### src/rtl/alu_result_serializer.sv
// alu_result_serializer
// Serializes one ALU result at a time into a byte stream: a header byte
// {4'hA, src, carry, 0} followed by the result payload, LSB byte first.
// Results arriving while a frame is in flight, or losing arbitration,
// are dropped and reported with a one-cycle Drop_Flag pulse.
//
// Ports
//   CLK, RST                  clock, synchronous active-low reset
//   Arith_OUT/Carry_OUT/Arith_Flag   arithmetic result, carry, valid (src 00)
//   Logic_OUT/Logic_Flag             logic result, valid            (src 01)
//   CMP_OUT/CMP_Flag                 compare result, valid          (src 10)
//   Shift_OUT/Shift_Flag             shift result, valid            (src 11)
//   TX_DATA/TX_VALID/TX_READY        byte stream to transmitter
//   Busy                             frame in progress
//   Drop_Flag                        a result was discarded last cycle
//
// state   | meaning
// IDLE    | waiting for a result flag
// HEADER  | presenting header byte
// PAYLOAD | presenting payload bytes, LSB first
module alu_result_serializer #(
    parameter int OP_DATA_WIDTH = 16,
    parameter int ARITH_WIDTH   = 2 * OP_DATA_WIDTH
) (
    input  logic                     CLK,
    input  logic                     RST,
    input  logic [ARITH_WIDTH-1:0]   Arith_OUT,
    input  logic                     Carry_OUT,
    input  logic                     Arith_Flag,
    input  logic [OP_DATA_WIDTH-1:0] Logic_OUT,
    input  logic                     Logic_Flag,
    input  logic [OP_DATA_WIDTH-1:0] Shift_OUT,
    input  logic                     Shift_Flag,
    input  logic [2:0]               CMP_OUT,
    input  logic                     CMP_Flag,
    output logic [7:0]               TX_DATA,
    output logic                     TX_VALID,
    input  logic                     TX_READY,
    output logic                     Busy,
    output logic                     Drop_Flag
);

    localparam int CW = $clog2(ARITH_WIDTH / 8 + 1);
    localparam logic [CW-1:0] ARITH_LAST = CW'(ARITH_WIDTH / 8 - 1);
    localparam logic [CW-1:0] OP_LAST    = CW'(OP_DATA_WIDTH / 8 - 1);

    localparam logic [1:0] SRC_ARITH = 2'b00;
    localparam logic [1:0] SRC_LOGIC = 2'b01;
    localparam logic [1:0] SRC_CMP   = 2'b10;
    localparam logic [1:0] SRC_SHIFT = 2'b11;

    typedef enum logic [1:0] {IDLE, HEADER, PAYLOAD} state_t;

    state_t                 state_q, state_d;
    logic [1:0]             src_q, src_d;
    logic                   carry_q, carry_d;
    logic [ARITH_WIDTH-1:0] data_q, data_d;
    logic [CW-1:0]          cnt_q, cnt_d;
    logic                   drop_q, drop_d;

    logic          any_flag;
    logic          multi_flag;
    logic          xfer;
    logic          last_xfer;
    logic          capture;
    logic [CW-1:0] last_idx;

    always_comb begin
        any_flag   = Arith_Flag | Logic_Flag | CMP_Flag | Shift_Flag;
        multi_flag = (Arith_Flag & (Logic_Flag | CMP_Flag | Shift_Flag))
                   | (Logic_Flag & (CMP_Flag | Shift_Flag))
                   | (CMP_Flag & Shift_Flag);

        case (src_q)
            SRC_ARITH: last_idx = ARITH_LAST;
            SRC_CMP:   last_idx = '0;
            default:   last_idx = OP_LAST;
        endcase

        xfer      = TX_READY && (state_q != IDLE);
        last_xfer = xfer && (state_q == PAYLOAD) && (cnt_q == last_idx);
        // The edge that retires the last byte can also accept a new result.
        capture   = any_flag && ((state_q == IDLE) || last_xfer);

        state_d = state_q;
        src_d   = src_q;
        carry_d = carry_q;
        data_d  = data_q;
        cnt_d   = cnt_q;
        // Any flag that is not captured is a dropped result.
        drop_d  = capture ? multi_flag : any_flag;

        if (capture) begin
            state_d = HEADER;
            cnt_d   = '0;
            carry_d = 1'b0;
            if (Arith_Flag) begin
                src_d   = SRC_ARITH;
                carry_d = Carry_OUT;
                data_d  = Arith_OUT;
            end else if (Logic_Flag) begin
                src_d  = SRC_LOGIC;
                data_d = ARITH_WIDTH'(Logic_OUT);
            end else if (CMP_Flag) begin
                src_d  = SRC_CMP;
                data_d = ARITH_WIDTH'(CMP_OUT);
            end else begin
                src_d  = SRC_SHIFT;
                data_d = ARITH_WIDTH'(Shift_OUT);
            end
        end else begin
            case (state_q)
                HEADER: begin
                    if (xfer) begin
                        state_d = PAYLOAD;
                    end
                end
                PAYLOAD: begin
                    if (last_xfer) begin
                        state_d = IDLE;
                        cnt_d   = '0;
                    end else if (xfer) begin
                        cnt_d  = cnt_q + CW'(1);
                        data_d = data_q >> 8;
                    end
                end
                default: ;
            endcase
        end
    end

    always_ff @(posedge CLK) begin
        if (!RST) begin
            state_q <= IDLE;
            src_q   <= '0;
            carry_q <= 1'b0;
            data_q  <= '0;
            cnt_q   <= '0;
            drop_q  <= 1'b0;
        end else begin
            state_q <= state_d;
            src_q   <= src_d;
            carry_q <= carry_d;
            data_q  <= data_d;
            cnt_q   <= cnt_d;
            drop_q  <= drop_d;
        end
    end

    always_comb begin
        case (state_q)
            HEADER:  TX_DATA = {4'hA, src_q, carry_q, 1'b0};
            PAYLOAD: TX_DATA = data_q[7:0];
            default: TX_DATA = 8'h00;
        endcase
    end

    assign TX_VALID  = (state_q != IDLE);
    assign Busy      = (state_q != IDLE);
    assign Drop_Flag = drop_q;

endmodule

### config.mk
export PLATFORM = sky130hd
export DESIGN_NAME = alu_result_serializer
export DESIGN_NICKNAME = d
export VERILOG_FILES = /design/src/rtl/alu_result_serializer.sv
export SDC_FILE = /design/constraint.sdc
export NUM_CORES = 1
export LEC_CHECK = 0
export BUFFER_PORTS_ARGS = -buffer_cell sky130_fd_sc_hd__buf_2
export CORE_UTILIZATION = 56
export CTS_BUF_LIST = sky130_fd_sc_hd__clkbuf_8
export DETAILED_ROUTE_END_ITERATION = 8
export GPL_TIMING_DRIVEN = 0
export MAX_ROUTING_LAYER = met4
export PLACE_DENSITY = 0.91
export SLEW_MARGIN = 5
export SYNTH_ARGS = -nofsm -noshare
export SYNTH_HDL_FRONTEND = slang
export SYNTH_SLANG_ARGS = --single-unit
### constraint.sdc
create_clock -name CLK -period 5.6 [get_ports CLK]
set_input_delay 1.12 -clock CLK [delete_from_list [all_inputs] [get_ports CLK]]
set_output_delay 1.12 -clock CLK [all_outputs]
set_load 0.1 [all_outputs]
Yosys cells after proc, flatten, opt, wreduce, memory -nomap -nowiden
Cells that the tools add are included.
W data, S select, Z words.
{"block": "totals", "ff_bits": 41, "input_bits": 75, "out_inout_bits": 11}
{"block": "op_classes", "add_sub_neg": 1, "n_eq_ne": 9, "mux": 20, "n_bitwise": 12, "n_reduce_logical": 18}
{"op": "$mux W32", "count": 5}
{"op": "$mux W16", "count": 2}
{"op": "$pmux W8 S2", "count": 1}
{"op": "$reduce_bool A2 Y1", "count": 5}
{"op": "$reduce_and A3 Y1", "count": 3}
{"op": "$mux W2", "count": 4}
{"op": "$or A1 B1 Y1", "count": 8}
{"op": "$pmux W2 S2", "count": 2}
{"op": "$mux W3", "count": 2}
{"op": "$ne A3 B3 Y1 const B", "count": 2}
{"op": "$eq A2 B2 Y1 const B", "count": 2}
{"op": "$logic_and A1 B1 Y1", "count": 4}
{"op": "$logic_not A2 Y1", "count": 2}
{"op": "$mux W1", "count": 4}
{"op": "$ne A2 B2 Y1 const B", "count": 2}
{"op": "$add A3 B1 Y3 const B", "count": 1}
{"op": "$and A1 B1 Y1", "count": 3}
{"op": "$eq A3 B3 Y1", "count": 1}
{"op": "$reduce_bool A3 Y1", "count": 1}
{"op": "$eq A2 B1 Y1 const B", "count": 1}
{"op": "$ne A2 B1 Y1 const B", "count": 1}
{"op": "$reduce_and A2 Y1", "count": 1}
{"op": "$reduce_or A2 Y1", "count": 1}
{"op": "$logic_or A1 B1 Y1", "count": 1}
{"op": "$not A1 Y1", "count": 1}

Longest topological paths before layout
Gate-level depths: netlist (run 1).
{"block": "logic_depth", "depth_word": 8, "depth_mapped": 9, "ltp_nobuf": 7}

Least setup slack after synthesis (run 1)
OpenSTA, ideal clock, no wires.
{"block": "synth_timing", "path_type": "reg-to-output", "start": "reg state_q[0]", "end": "out TX_DATA[1]", "arrival_time_ns": 2.243, "path_slack_ns": 2.237, "stages_incl_launch_ff": 6, "cell_sequence": "dfxtp_1 -> inv_1 -> ha_1 -> clkbuf_1 -> a22oi_1 -> nor2b_1"}
{"block": "synth_between", "elab_chain_len": 2, "word_cells_on_any_way": 3}
{"item": "start: declaration", "line_no": "54", "text": "state_t state_q, state_d;"}
{"item": "start signal: assignment", "line_no": "141", "text": "state_q <= state_d;"}
{"item": "$eq A2 B2 Y1 / $eq A2 B1 Y1 (equally long branches)", "line_no": "151", "text": "case (state_q)"}
{"item": "$pmux W8 S2 *", "line_no": "151"}
{"item": "end: declaration", "line_no": "36", "text": "output logic [7:0] TX_DATA,"}
Mark *: on every way between the ends. The rest lies on a longest branch, timed or not.

Worst setup path in the final report (run 1)
{"block": "layout_timing", "start": "reg state_q[0]", "end": "out TX_DATA[2]"}
Same word-level chain as after synthesis.

==> results.yml, run 1 <==
placed_design:
  dpl.hpwl_um: 5225
  routabilityCongestion: 0.8229
  port-buffer-count: 82
synthesis:
  synth-simple-area-share: 0.2078
  ys_types: 44
  postSynthNetCount: 379
  synth-xor-area-share: 0
  synthCells: 300
  synth-seq-area-share: 0.3333
  synth_edf_count: 0
  syn_area_sq_mm: 0.002462
  yosysWarningCount: 0
  synth_top_family_by_area: "compound AO/OA/AOI/OAI gates"
  synthFlopType: "dfxtp_1"
  ys_ff_latch: 41
  synth_compound_area_frac: 0.3333
  synth.avg_cell_area_sq_um: 8.208
  synth_fa_ha_area_frac: 0.02033
  async_flop_share: 0
  synthMuxAreaShare: 0.02490
layout:
  layout.nets: 468
  area_growth_pct: 23.32
  n_antenna_cell: 0
  drive_gt1_frac: 0.3564
routing:
  routedWlPerCell_um: 15.61
  viasPerCell: 5.961
  antenna_left: 0
  firstDrtPassIters: 4
  num_vias: 2623
  dr.first_iter.drc_count: 191
  drc_errors: 0
  finalWirelength_um: 6870
floorplanning:
  start_util: 0.5984
  dieArea_sq_mm: 0.004666
  chipWidth_um: 68.31
  die_h_um: 68.31
  core.rowCount: 23
  pin_count: 86
  coreArea_sq_mm: 0.004115
cts:
  cts_root_buf: "clkbuf_8"
  ctsHoldBuffers: 0
  cts_tree: "yes"
  cts.reportedPaths.clkPinSlew_ns: 0.08
  cts_inserted_buffers: 5
  clock_latency_ns: 0.30
  post-cts-setup-buffer-count: 0
  clock-sinks: 41
  cts.htree.levels: 2
  postCtsResizedCells: 0
  clockBufferDepth: 2
global_route:
  grt.total_usage: 0.3271
  grt_pass1_wl_um: 10920
  grt_max_degree: 13
  antenna_found_initial: 0
  first_global_vias: 2454
  grt.overflow.total: 0
sta:
  max_freq_mhz: 332.2
  max_slew.worst_pin.slew_ns: 0.7607
  holdWs_ns: 0.4711
  finalSetupTns_ns: 0
  hold_viol: 0
  finalSetupViolations: 0
  final.period_utilization: 0.5375
  maxSlewViolCount: 0
  finClkSkew_ns: 0.006517
  layout_min_cycle_time_ns: 3.010
  maxSlewHeadroom: 0.4929
  rsz0062_at_grt: "false"
worst_setup_path:
  critPathLaunch: "state_q[0]"
  path_max_fanout: 10
  rr_worst_depth: 7
  crit-reg2reg-launch: "state_q[0]"
  critPathCaptureType: "output pin"
  r2r-end: "data_q[0]"
  r2r_setup_slack_ns: 3.27
  required_ns: 4.48
  cp.arrival_ns: 1.89
  crit_end: "TX_DATA[2]"
  start_kind: "flip-flop"
  critPathKind: "reg2out"
run:
  cap_violations: 0
min_path:
  min_path_cells: 2
  hold_class: "reg2reg"
power:
  p_per_area_mw_per_mm2: 245.7
  vdd_drop_max_uv: 172.9
  p_leak_nw: 1.246
outcome:
  outcome: "finished, final reports clean"
flip-flops by register name, indices dropped and copies added (netlist names):
signal,cells
Drop_Flag,1
carry_q,1
cnt_q,3
data_q,32
src_q,2
state_q,2
cell usage in the layout, fill, tap and decap left out, types with 3 or more instances in the layout:
master,instances
a21oi_2,8
a31oi_1,7
nand2_1,48
clkbuf_1,13
and2_1,5
a21oi_1,34
a22oi_1,16
ha_1,4
a221oi_2,8
nor2b_1,7
buf_2,89
nor2_1,14
inv_1,4
clkbuf_8,7
dfxtp_1,41
nor3_1,3
mux2i_1,5
o21ai_0,16
buf_6,4
a311oi_2,7
buf_4,3
nand3_1,20
per-layer routing:
metal / vias to the layer above / GRT usage / wire [um]
met5: - / - / 0
met4: 0 / 0.1354 / 167
met3: 17 / 0.07000 / 437
met2: 117 / 0.5650 / 3425
met1: 1213 / 0.3612 / 2840
li1: 1276 / - / -
worst min path at each step:
stage | start | endpoint
floorplan | carry_q | carry_q
global placement | carry_q | carry_q
detailed placement | data_q[27] | data_q[27]
CTS | data_q[27] | data_q[27]
global route | carry_q | carry_q
finish | data_q[27] | data_q[27]
synthesized netlist by cell type (all sizes together) (2+ instances only):
| library cell | count | area, sq um |
|---|---|---|
| a221oi | 8 | 120.1 |
| nand3b | 2 | 15.01 |
| o21ai | 17 | 88.84 |
| nand3 | 20 | 100.1 |
| a311oi | 7 | 105.1 |
| nor3 | 3 | 15.01 |
| mux2i | 5 | 50.05 |
| inv | 4 | 15.01 |
| dfxtp | 41 | 820.8 |
| nor2 | 14 | 52.55 |
| nand2 | 50 | 192.7 |
| ha | 4 | 50.05 |
| a21oi | 42 | 240.2 |
| nor2b | 7 | 43.79 |
| nor3b | 2 | 15.01 |
| a22oi | 16 | 120.1 |
| or4 | 2 | 18.77 |
| clkbuf | 14 | 56.31 |
| buf | 15 | 122.6 |
| a31oi | 7 | 43.79 |
| and2 | 5 | 31.28 |
stage by stage:
| stage | total power [W] | setup slack (ns) | util | std cells | cell area (sq um) |
|---|---|---|---|---|---|
| detailed placement | 0.0005311 | 2.835 | 0.7133 | 432 | 2935 |
| global route | 0.0007781 | 2.413 | 0.7379 | 440 | 3037 |
| CTS | 0.0007456 | 2.584 | 0.7379 | 440 | 3037 |
| floorplan | 0.0004739 | 2.237 | - | 300 | 2462 |
| finish | 0.0007461 | 2.590 | 0.7379 | 440 | 3037 |
| global placement | 0.0005238 | 2.880 | 0.7133 | 432 | 2935 |
power by group:
group / leakage [nW] / internal (W) / switching, W
Clock: 0.0542 / 0.000112 / 0.000107
Sequential: 0.338 / 0.000316 / 0.0000156
Combinational: 0.854 / 0.0000752 / 0.000120
Total: 1.25 / 0.000503 / 0.000243
layout make-up:
cell class / count / area [sq um]
repair buffers: 82 / 410.4
flip-flops and latches: 41 / 820.8
inverters: 5 / 18.77
clock inverters: 1 / 5.005
multi-input cells: 225 / 1444
well taps: 50 / 62.56
plain buffers: 29 / 178.9
clock buffers: 7 / 96.34
fillers: 310 / 1079
kinds of logic after synthesis:
logic type | count (synthesis)
mux | 6
fa+ha+maj | 4
flops | 41
compound gates | 107
buf+inv | 34
simple gates | 108
worst max-delay path: stages (launching register included):
cell and delay (ns):
dfxtp_1 0.34, inv_1 0.08, ha_1 0.20, clkbuf_1 0.31, a22oi_1 0.12, nor2b_1 0.12
buf_2 0.42
Note: power is estimated with default switching activity, not from simulation.
==> inputs of run 2 (changes only) <==
--- a/config.mk
+++ b/config.mk
@@ -6,12 +6,12 @@
 export NUM_CORES = 1
 export LEC_CHECK = 0
 export BUFFER_PORTS_ARGS = -buffer_cell sky130_fd_sc_hd__buf_2
-export CORE_UTILIZATION = 56
+export CORE_UTILIZATION = 47
 export CTS_BUF_LIST = sky130_fd_sc_hd__clkbuf_8
 export DETAILED_ROUTE_END_ITERATION = 8
 export GPL_TIMING_DRIVEN = 0
 export MAX_ROUTING_LAYER = met4
-export PLACE_DENSITY = 0.91
+export PLACE_DENSITY = 0.82
 export SLEW_MARGIN = 5
 export SYNTH_ARGS = -nofsm -noshare
 export SYNTH_HDL_FRONTEND = slang
==> constraint.sdc (replaced) <==
create_clock -name CLK -period 2.4 [get_ports CLK]
set_input_delay 0.48 -clock CLK [delete_from_list [all_inputs] [get_ports CLK]]
set_output_delay 0.48 -clock CLK [all_outputs]
set_load 0.1 [all_outputs]
==> results.yml, run 2 (synthesized netlist as in run 1, its figures left out) <==
outcome:
  outcome: "finished, final reports clean"
floorplanning:
  core.rowCount: 25
  die_h_um: 74.38
  dieArea_sq_mm: 0.005532
  start_util: 0.5046
  pin_count: 86
  coreArea_sq_mm: 0.004880
  chipWidth_um: 74.38
worst_setup_path:
  critPathKind: "reg2reg"
  path_max_fanout: 10
  cp.arrival_ns: 2.47
  rr_worst_depth: 8
  start_kind: "flip-flop"
  r2r_setup_slack_ns: 0.14
  required_ns: 2.61
  critPathCaptureType: "flip-flop"
power:
  power_switching_w: 0.0005600
  p_leak_nw: 1.247
  clkPwrFrac: 0.259
  p_per_area_mw_per_mm2: 543.6
  intPower_w: 0.001110
  pwr-share-comb: 0.277
  p_total_w: 0.001670
  p_seq_frac: 0.463
  swShare: 0.3354
  vdd_drop_max_uv: 324.6
sta:
  max_freq_mhz: 441.8
  hold_viol: 0
  rsz0062_at_grt: "false"
  final.period_utilization: 0.9432
  finalSetupTns_ns: 0
  maxSlewViolCount: 0
  maxSlewHeadroom: 0.4720
  max_slew.worst_pin.slew_ns: 0.7920
  finalSetupViolations: 0
  layout_min_cycle_time_ns: 2.264
  finClkSkew_ns: 0.006392
cts:
  clock_latency_ns: 0.31
  cts.htree.levels: 2
  ctsHoldBuffers: 0
  cts_inserted_buffers: 5
  cts_tree: "yes"
  clock-sinks: 41
  clockBufferDepth: 2
  cts.reportedPaths.clkPinSlew_ns: 0.08
  cts_root_buf: "clkbuf_8"
routing:
  viasPerCell: 5.724
  routedWlPerCell_um: 15.40
  dr.first_iter.drc_count: 252
  finalWirelength_um: 7040
  antenna_left: 0
  drc_errors: 0
  num_vias: 2616
  firstDrtPassIters: 6
layout:
  design_area_sq_mm: 0.003072
  largest_reg_flops: 32
  reg_top3: "data_q x32, cnt_q x3"
  fin_cells: 457
  layout.nets: 470
  layout_commonest_cell: "buf_2"
  drive_gt1_frac: 0.3718
  n_antenna_cell: 0
  area_growth_pct: 24.75
  largest-register: "data_q"
  final_cell_mix: "buf_2 (84), nand2_1 (48), dfxtp_1 (41), a21oi_1 (34), nand3_1 (20)"
placed_design:
  dp.cells: 449
  routabilityCongestion: 0.8142
  dpl.hpwl_um: 5285
  placed_cell_area_sq_mm: 0.002969
  port-buffer-count: 82
global_route:
  grt.total_usage: 0.2759
  first_global_vias: 2466
  grt_max_degree: 12
  gr-usage-met2: 0.4735
  met1_usage: 0.3231
  grt_pass1_wl_um: 11140
  top_usage_layer: "met2"
  antenna_found_initial: 0
  met3_usage: 0.05827
  grt.overflow.total: 0
min_path:
  min_path_cells: 3
  hold_class: "in2reg"
run:
  cap_violations: 0
[run 2: cell count changes in the layout (fill, tap and decap cells not counted)]
cell,previous run,this run
clkbuf_8,7,5
buf_2,89,84
clkbuf_1,13,12
clkbuf_4,1,2
clkbuf_2,0,1
nor2b_1,7,2
nor2b_2,0,5
buf_4,3,9
[run 2: power by group through the flow]
stage	clock network [W]	registers [W]	logic [W]
final	0.000433	0.000774	0.000463
after global routing	0.000467	0.000780	0.000501
after CTS	0.000437	0.000772	0.000458
after detailed placement	0	0.000788	0.000455
after global placement	0	0.000786	0.000442
after floorplan	0	0.000790	0.000319
[run 2: what timing repair did]
item	CTS	global route
resized for setup	4	3
setup buffers	0	2
gates cloned	0	0
endpoints found under the setup margin	4	6
[run 2: path summary, 6_finish.rpt]
path / from / end
setup reg to reg: state_q[0] / data_q[4]
setup / recovery: state_q[0] / data_q[4]
hold reg to reg: carry_q / carry_q
hold / removal: Arith_OUT[30] / data_q[30]
[run 2: stage by stage]
step | utilization | hold slack [ns] | setup WS (ns)
global route | 0.6295 | 0.4459 | 0.01480
detailed placement | 0.6085 | 0.4464 | 0.1385
CTS | 0.6256 | 0.4196 | 0.002264
global placement | 0.6085 | 0.4393 | 0.1665
finish | 0.6295 | 0.4205 | 0.1364
floorplan | - | 0.4323 | 0.1915
[run 2: layer usage]
layer	vias up	wire [um]
li1	1279	-
met1	1223	2980
met2	97	3531
met3	17	431
met4	0	97
met5	-	0
[run 2: area by class of cell]
class	count	area, sq um
timing repair buffer	84	437.9
multi-input combinational	225	1456
clock inverter	1	5.005
clock buffer	5	68.82
sequential	41	820.8
tap	67	83.83
buffer	29	180.2
inverter	5	18.77
fill	456	1808
[run 2: critical path, cell delays in order, from the launching register on]
cell and delay (ns):
dfxtp_1 0.35, inv_1 0.07, ha_1 0.27, nand3b_1 0.27, or4_4 0.47, nand2_2 0.17
buf_4 0.21, nand2_1 0.11, a221oi_2 0.25
==> inputs of run 3 (changes only) <==
--- a/config.mk
+++ b/config.mk
@@ -6,12 +6,12 @@
 export NUM_CORES = 1
 export LEC_CHECK = 0
 export BUFFER_PORTS_ARGS = -buffer_cell sky130_fd_sc_hd__buf_2
-export CORE_UTILIZATION = 47
+export CORE_UTILIZATION = 52
 export CTS_BUF_LIST = sky130_fd_sc_hd__clkbuf_8
 export DETAILED_ROUTE_END_ITERATION = 8
 export GPL_TIMING_DRIVEN = 0
 export MAX_ROUTING_LAYER = met4
-export PLACE_DENSITY = 0.82
+export PLACE_DENSITY = 0.86
 export SLEW_MARGIN = 5
 export SYNTH_ARGS = -nofsm -noshare
 export SYNTH_HDL_FRONTEND = slang
==> constraint.sdc (replaced) <==
create_clock -name CLK -period 2.13 [get_ports CLK]
set_input_delay 0.3195 -clock CLK [delete_from_list [all_inputs] [get_ports CLK]]
set_output_delay 0.3195 -clock CLK [all_outputs]
set_load 0.1 [all_outputs]
==> results.yml, run 3 (synthesized netlist as in run 1, its figures left out) <==
floorplanning:
  dieArea_sq_mm: 0.005015
  core.rowCount: 24
  pin_count: 86
  chipWidth_um: 70.82
  start_util: 0.5541
  coreArea_sq_mm: 0.004444
  die_h_um: 70.82
worst_setup_path:
  start_kind: "flip-flop"
  r2r-end: "data_q[0]"
  critPathKind: "reg2reg"
  critical_path.slowest_cell: "or4_4"
  required_ns: 2.34
  slowest_delay_ns: 0.60
  r2r_setup_slack_ns: -0.001
  cp.arrival_ns: 2.34
  crit-reg2reg-launch: "state_q[0]"
  rr_worst_depth: 7
  critPathCaptureType: "flip-flop"
  path_cells: "inv_2 > ha_4 > nand3b_1 > or4_4 > nand2_8 > mux2_4 > o211a_1"
  path_delay_family: "simple AND/OR/NAND/NOR gates"
  crit_buf_inv: 1
  path_max_fanout: 7
routing:
  num_vias: 2640
  routedWlPerCell_um: 16.52
  drc_errors: 8
  firstDrtPassIters: 6
  viasPerCell: 5.893
  antenna_left: 0
  finalWirelength_um: 7400
  dr.first_iter.drc_count: 241
placed_design:
  port-buffer-count: 82
  pre_cts_ws_ns: -0.1236
  dpl.hpwl_um: 5235
  routabilityCongestion: 0.7976
power:
  p_per_area_mw_per_mm2: 604.9
  vdd_drop_max_uv: 422.3
  p_leak_nw: 1.307
outcome:
  outcome: "finished with violations"
  violations: "DRC, setup timing"
layout:
  final_cell_mix: "buf_2 (82), nand2_1 (47), dfxtp_1 (39), a21oi_1 (34), nand3_1 (20)"
  largest-register: "data_q"
  drive_gt1_frac: 0.4040
  n_antenna_cell: 0
  layout_commonest_cell: "buf_2"
  reg_top3: "data_q x32, cnt_q x3"
  largest_reg_flops: 32
  area_growth_pct: 30.89
  fill_cells: 353
  layout.nets: 474
  multi_input_area_sq_mm: 0.001559
  register_area_sq_um: 823.3
cts:
  clock-sinks: 41
  cts_tree: "yes"
  cts_root_buf: "clkbuf_8"
  cts_inserted_buffers: 5
  cts.reportedPaths.clkPinSlew_ns: 0.08
  clock_latency_ns: 0.31
  clockBufferDepth: 2
  cts.htree.levels: 2
min_path:
  hold_class: "in2reg"
  worstHoldStart: "Arith_OUT[30]"
  min_path_cells: 3
  min_to: "data_q[30]"
sta:
  layout_min_cycle_time_ns: 2.131
  finalSetupTns_ns: -0.001289
  final.period_utilization: 1.001
  hold_viol: 0
  max_slew.worst_pin.slew_ns: 0.7585
  finalSetupViolations: 1
  maxSlewHeadroom: 0.4943
  fin_ws_ns: -0.001289
  rsz0062_at_grt: "true"
  max_freq_mhz: 469.2
  finClkSkew_ns: 0.004253
  maxSlewViolCount: 0
global_route:
  grt_max_degree: 13
  first_global_vias: 2451
  grt_pass1_wl_um: 11110
  grt.overflow.total: 0
  antenna_found_initial: 0
  grt.total_usage: 0.2963
run:
  cap_violations: 0
## run 3: power by group
part	switching, W	leakage (nW)	internal, W
Clock	0.000288	0.0491	0.000223
Combinational	0.000332	0.919	0.000227
Sequential	0.0000471	0.339	0.000833
Total	0.000668	1.31	0.00128
## run 3: worst max-delay path by stage
stage	endpoint	cells past startpoint	from
floorplan	data_q[8]	9	state_q[0]
global placement	data_q[0]	7	state_q[0]
detailed placement	data_q[0]	7	state_q[0]
CTS	data_q[8]	9	state_q[0]
global route	data_q[0]	7	state_q[0]
finish	data_q[0]	7	state_q[0]
## run 3: per-layer routing
| metal | wire length (um) | part of all wire | vias up | global-route usage |
|---|---|---|---|---|
| li1 | - | - | 1288 | - |
| met1 | 3070 | 0.41 | 1238 | 0.3440 |
| met2 | 3719 | 0.50 | 98 | 0.5075 |
| met3 | 475 | 0.064 | 16 | 0.04843 |
| met4 | 134 | 0.018 | 0 | 0.1244 |
| met5 | 0 | 0 | - | - |
## run 3: worst register-to-register path, cell delays in order (launching register included)
cell	delay [ns]
dfxtp_2	0.36
inv_2	0.06
ha_4	0.16
nand3b_1	0.21
or4_4	0.60
nand2_8	0.13
mux2_4	0.31
o211a_1	0.20
## run 3: area by class of cell
cell class              instances  share of cell area
clock inverters                 3            0.004270
multi-input cells             225              0.4837
inverters                       5            0.005823
well taps                      52             0.02019
flip-flops and latches         41              0.2554
repair buffers                 89              0.1530
plain buffers                  28             0.05629
clock buffers                   5             0.02135
## run 3: per-stage QoR
step	hold WS, ns	total power [W]	cell area [sq um]	util	instances
after CTS	0.2601	0.001896	3062	0.6889	443
final	0.2611	0.001950	3223	0.7252	448
after global routing	0.2657	0.002028	3223	0.7252	448
after floorplan	0.4323	0.001249	2475	-	300
after global placement	0.4413	0.001382	2950	0.6639	434
after detailed placement	0.4604	0.001400	2950	0.6639	434
## run 3: what timing repair did
item / in CTS / in global routing
setup endpoints to repair: 38 / 33
hold buffers: 0 / 0
pin swaps: 0 / 8
gates resized for setup: 8 / 25
setup buffers: 1 / 5
gates cloned: 0 / 1
